$ cat src/rtl/mult_share_arbiter.sv
// Round-robin arbiter and sequencer sharing one 4x4 multiplier core between two
// requesters, with a watchdog that aborts a multiply whose done never arrives.
//
//  state   | meaning
//  --------+---------------------------------------------------------------
//  S_IDLE  | no transaction; arbitrate pending requests, latch owner operands
//  S_GRANT | gnt to owner for one cycle
//  S_START | core_start pulse, watchdog counter cleared
//  S_WAIT  | waiting for core_done; counter runs toward TIMEOUT-1
//  S_DONE  | res_valid to owner; res/res_err held
module mult_share_arbiter #(
   parameter int unsigned TIMEOUT = 16
) (
   input  logic       i_sys_clk,
   input  logic       i_sys_rst,
   input  logic       i_req0,
   input  logic       i_req1,
   input  logic [3:0] i_a0,
   input  logic [3:0] i_b0,
   input  logic [3:0] i_a1,
   input  logic [3:0] i_b1,
   input  logic       i_core_done,
   input  logic [7:0] i_core_mp,
   output logic       o_gnt0,
   output logic       o_gnt1,
   output logic       o_res_valid0,
   output logic       o_res_valid1,
   output logic [7:0] o_res,
   output logic       o_res_err,
   output logic       o_core_start,
   output logic [3:0] o_core_a,
   output logic [3:0] o_core_b,
   output logic       o_busy
);

   typedef enum logic [2:0] {
      S_IDLE,
      S_GRANT,
      S_START,
      S_WAIT,
      S_DONE
   } state_t;

   localparam logic [7:0] TC = 8'(TIMEOUT - 1);

   state_t     r_state;
   logic       r_owner;
   logic       r_last;
   logic [7:0] r_cnt;
   logic [3:0] r_core_a;
   logic [3:0] r_core_b;
   logic [7:0] r_res;
   logic       r_res_err;
   logic       r_gnt0;
   logic       r_gnt1;
   logic       r_res_valid0;
   logic       r_res_valid1;
   logic       r_core_start;
   logic       r_busy;

   logic       w_pick;

   // On a tie the requester that was not served last wins.
   assign w_pick = (i_req0 & i_req1) ? ~r_last : i_req1;

   always_ff @(posedge i_sys_clk) begin
      if (i_sys_rst) begin
         r_state      <= S_IDLE;
         r_owner      <= 1'b0;
         r_last       <= 1'b1;
         r_cnt        <= 8'd0;
         r_core_a     <= 4'd0;
         r_core_b     <= 4'd0;
         r_res        <= 8'd0;
         r_res_err    <= 1'b0;
         r_gnt0       <= 1'b0;
         r_gnt1       <= 1'b0;
         r_res_valid0 <= 1'b0;
         r_res_valid1 <= 1'b0;
         r_core_start <= 1'b0;
         r_busy       <= 1'b0;
      end else begin
         r_gnt0       <= 1'b0;
         r_gnt1       <= 1'b0;
         r_res_valid0 <= 1'b0;
         r_res_valid1 <= 1'b0;
         r_core_start <= 1'b0;
         case (r_state)
            S_IDLE: begin
               if (i_req0 | i_req1) begin
                  r_owner  <= w_pick;
                  r_last   <= w_pick;
                  r_core_a <= w_pick ? i_a1 : i_a0;
                  r_core_b <= w_pick ? i_b1 : i_b0;
                  r_gnt0   <= ~w_pick;
                  r_gnt1   <= w_pick;
                  r_busy   <= 1'b1;
                  r_state  <= S_GRANT;
               end
            end
            S_GRANT: begin
               r_core_start <= 1'b1;
               r_state      <= S_START;
            end
            S_START: begin
               r_cnt   <= 8'd0;
               r_state <= S_WAIT;
            end
            S_WAIT: begin
               // A done arriving on the terminal-count cycle still wins.
               if (i_core_done) begin
                  r_res        <= i_core_mp;
                  r_res_err    <= 1'b0;
                  r_res_valid0 <= ~r_owner;
                  r_res_valid1 <= r_owner;
                  r_state      <= S_DONE;
               end else if (r_cnt == TC) begin
                  r_res        <= 8'h00;
                  r_res_err    <= 1'b1;
                  r_res_valid0 <= ~r_owner;
                  r_res_valid1 <= r_owner;
                  r_state      <= S_DONE;
               end else begin
                  r_cnt <= r_cnt + 8'd1;
               end
            end
            S_DONE: begin
               r_busy  <= 1'b0;
               r_state <= S_IDLE;
            end
            default: begin
               r_busy  <= 1'b0;
               r_state <= S_IDLE;
            end
         endcase
      end
   end

   assign o_gnt0       = r_gnt0;
   assign o_gnt1       = r_gnt1;
   assign o_res_valid0 = r_res_valid0;
   assign o_res_valid1 = r_res_valid1;
   assign o_res        = r_res;
   assign o_res_err    = r_res_err;
   assign o_core_start = r_core_start;
   assign o_core_a     = r_core_a;
   assign o_core_b     = r_core_b;
   assign o_busy       = r_busy;

endmodule

$ cat config.mk
export PLATFORM = sky130hd
export DESIGN_NAME = mult_share_arbiter
export DESIGN_NICKNAME = d
export VERILOG_FILES = /design/src/rtl/mult_share_arbiter.sv
export SDC_FILE = /design/constraint.sdc
export NUM_CORES = 1
export LEC_CHECK = 0
export CAP_MARGIN = 20
export CORE_ASPECT_RATIO = 1.1
export CORE_MARGIN = 5
export CORE_UTILIZATION = 44
export CTS_CLUSTER_DIAMETER = 120
export DETAILED_ROUTE_END_ITERATION = 16
export PLACE_DENSITY = 0.85
export SLEW_MARGIN = 20
export SYNTH_ARGS = -nofsm -noshare
export SYNTH_HDL_FRONTEND = slang
export SYNTH_SLANG_ARGS = --single-unit
$ cat constraint.sdc
create_clock -name i_sys_clk -period 2.3 [get_ports i_sys_clk]
set_input_delay 0.46 -clock i_sys_clk [delete_from_list [all_inputs] [get_ports i_sys_clk]]
set_output_delay 0.46 -clock i_sys_clk [all_outputs]
set_load 0.1 [all_outputs]
==> impl_metrics.csv <==
group,metric,value,unit
die,dieArea,0.004522,mm²
finish,regArea,720.7,µm²
setup_path,cp-end-kind,"register",
drt,wl_per_cell,15.85,µm
finish,diodes,0,
finish,instances_no_fill,233,
timing,hold_viol,0,
synth,synth_simple_gate_area_frac,0.1806,
finish,layout.nets,229,
finish,layout_common_cells,"dfxtp_1, clkdlybuf4s50_1, buf_4",
placed_design,placed_cells,226,
finish,drive_above_1_share,0.1759,
finish,final_common_cell,"dfxtp_1",
drt,wirelength,3.692,mm
hold_path,min_path_type,"register to register",
clock_network,clk_latency,0.33,ns
setup_path,cp.arrival,2.19,ns
synth,synth-edff-count,0,
timing,hold_ws,0.4481,ns
clock_network,cts_inserted_buffers,5,
synth,yosysSeqAreaShare,0.5000,
timing,relSlewSlack,0.4483,
clock_network,htree_levels,2,
grt,grtUsageTotal,0.1735,
synth,yosys.area_share.adder,0.008681,
synth,synth_top_family_by_area,"compound AO/OA/AOI/OAI gates",
clock_network,cts_sinks,36,
synth,synthArstFlopShare,0,
timing,rsz0062_at_grt,"false",
die,initial_core_util,0.4649,
die,ios,52,
synth,muxShareOfSynthArea,0.05556,
clock_network,post_cts_buffers,0,
clock_network,clkSlewWorstSetupHoldPaths,0.10,ns
setup_path,startpoint_type,"register",
finish,syn2layout_area_growth,38.72,%
pwr,p_leak,0.8004,nW
placed_design,placed_area,0.001934,mm²
timing,setup_viol,0,
placed_design,dp_hpwl,2.824,mm
pwr,p_per_area,711.8,mW/mm²
timing,setup_tns,0,ns
synth,ys_ff_latch,36,
finish,multiInputGateArea,680.7,µm²
synth,yosys_warnings,0,
drt,route.detailed.drc,0,
clock_network,clockBufferDepth,2,
synth,synth_area_per_cell,9.941,µm²
synth,synth_xor_area_frac,0,
synth,synth.distinct_cells,38,
drt,drt-initial-drc-count,116,
synth,synth-compound-area-share,0.2274,
grt,grt_pass1_wl,6.272,mm
clock_network,postCtsHoldBufs,0,
clock_network,cts-resized-gates,0,
drt,vias,1342,
pwr,peakVddDrop,0.4541,mV
setup_path,critPathMaxFanout,8,
timing,post-route-min-period,1.916,ns
synth,ys.flop_type,"dfxtp_1",
setup_path,critical_path_class,"register to register",
synth,netlist_area,0.001441,mm²
grt,grt_max_degree,13,
finish,final_area,0.001999,mm²
drt,drtPass1Iterations,5,
clock_network,cts_root_buffer,"clkbuf_4",
synth,syn_nets,175,
drt,routed_via_density,5.760,
die,die_w,64.57,µm
timing,skew,0.005596,ns
timing,worstMarginPinSlew,0.8276,ns
placed_design,routabilityCongestion,0.8705,
drt,ant_nets,0,
setup_path,critPathRequiredTime,2.57,ns
flow_run,cap_violations,0,
grt,antenna_found_initial,0,
grt,grt_pass1_vias,1444,
die,num_rows,21,
placed_design,numPortBuffers,51,
synth,synthesis.instances,145,
die,fp.coreArea,0.003100,mm²
finish,fin_util,0.6449,
clock_network,tritoncts,"yes",
timing,fmaxAchievable,522.0,MHz
grt,grt_overflow_total,0,
run_status,outcome,"complete, no violations",
timing,drv_slew,0,
finish,fillers,256,
die,die_h,70.03,µm
timing,fin_crit_sh,0.8329,
==> sequential cells by signal, indices dropped and copies added (netlist names) <==
name,flops
o_res_valid0,1
o_res_err,1
r_owner,1
r_cnt,8
o_gnt0,1
o_res_valid1,1
o_res,8
r_last,1
o_core_b,4
o_core_a,4
o_busy,1
o_gnt1,1
o_core_start,1
r_state,3
==> metrics by stage <==
stage / worst slack [ns] / total power, mW
CTS: 0.4042 / 1.431
floorplan: 0.6492 / 0.9522
global placement: 0.1854 / 1.060
finish: 0.3842 / 1.423
global route: 0.2178 / 1.486
detailed placement: 0.07436 / 1.069
==> cell type report <==
class                           instances  share of cell area
Sequential cell                        36              0.3605
Multi-Input combinational cell         99              0.3404
Timing Repair Buffer                   55              0.2416
Clock buffer                            7             0.03254
Tap cell                               34             0.02128
Inverter                                2            0.003755
==> cell usage after synthesis, types with 2 or more instances <==
| cell type | number | share of area |
|---|---|---|
| nand2_1 | 10 | 0.026 |
| nand3_1 | 4 | 0.014 |
| mux2i_1 | 8 | 0.056 |
| and3_1 | 3 | 0.013 |
| o2bb2ai_1 | 8 | 0.049 |
| nand2b_1 | 2 | 0.0087 |
| nor2_1 | 6 | 0.016 |
| nor4_1 | 2 | 0.0087 |
| dfxtp_1 | 36 | 0.50 |
| a22o_1 | 8 | 0.049 |
| a21o_1 | 4 | 0.021 |
| or4b_1 | 2 | 0.014 |
| or4_1 | 3 | 0.016 |
| o21a_1 | 2 | 0.010 |
| clkbuf_1 | 5 | 0.013 |
| a21oi_1 | 8 | 0.028 |
| inv_1 | 2 | 0.0052 |
| nor3_1 | 5 | 0.017 |
| o21ai_0 | 3 | 0.010 |
| a31oi_1 | 6 | 0.026 |
==> worst max-delay path: stages (launching register included) <==
cell and delay (ns):
dfxtp_1 0.37, ha_1 0.26, and4b_4 0.23, a21o_1 0.24, a21oi_1 0.53, a22o_1 0.24
==> per-layer routing <==
| metal | routed length [µm] | part of all wire | up-vias | GRT usage |
|---|---|---|---|---|
| li1 | - | - | 660 | - |
| met1 | 1530 | 0.41 | 630 | 0.1838 |
| met2 | 1905 | 0.52 | 48 | 0.3039 |
| met3 | 231 | 0.063 | 4 | 0.06410 |
| met4 | 24 | 0.0065 | 0 | 0.07512 |
| met5 | 0 | 0 | - | 0 |
==> worst paths after layout <==
path | startpoint | endpoint | slack [ns] | cells after the start
worst max-delay path | r_cnt[0] | o_res[6] | 0.38 | 5
worst min-delay path | r_owner | o_res_valid0 | 0.45 | 1
worst max register to register | r_cnt[0] | o_res[6] | 0.38 | 5
worst min register to register | r_owner | o_res_valid0 | 0.45 | 1
==> logic make-up (layout without fill, tap and decap cells) <==
family,count (synthesis),after routing
adder cells (fa/ha/maj),1,1
flip-flops,36,36
multiplexers,8,8
AND/OR/NAND/NOR,45,45
AO/OA/AOI/OAI,45,45
buffers and inverters,10,64
==> power breakdown <==
| group | internal [mW] | switching [mW] | total [mW] |
|---|---|---|---|
| Sequential | 0.656 | 0.0257 | 0.682 |
| Combinational | 0.116 | 0.256 | 0.372 |
| Clock | 0.173 | 0.196 | 0.369 |
| Total | 0.946 | 0.477 | 1.42 |
Note: power is estimated with default switching activity, not from simulation.
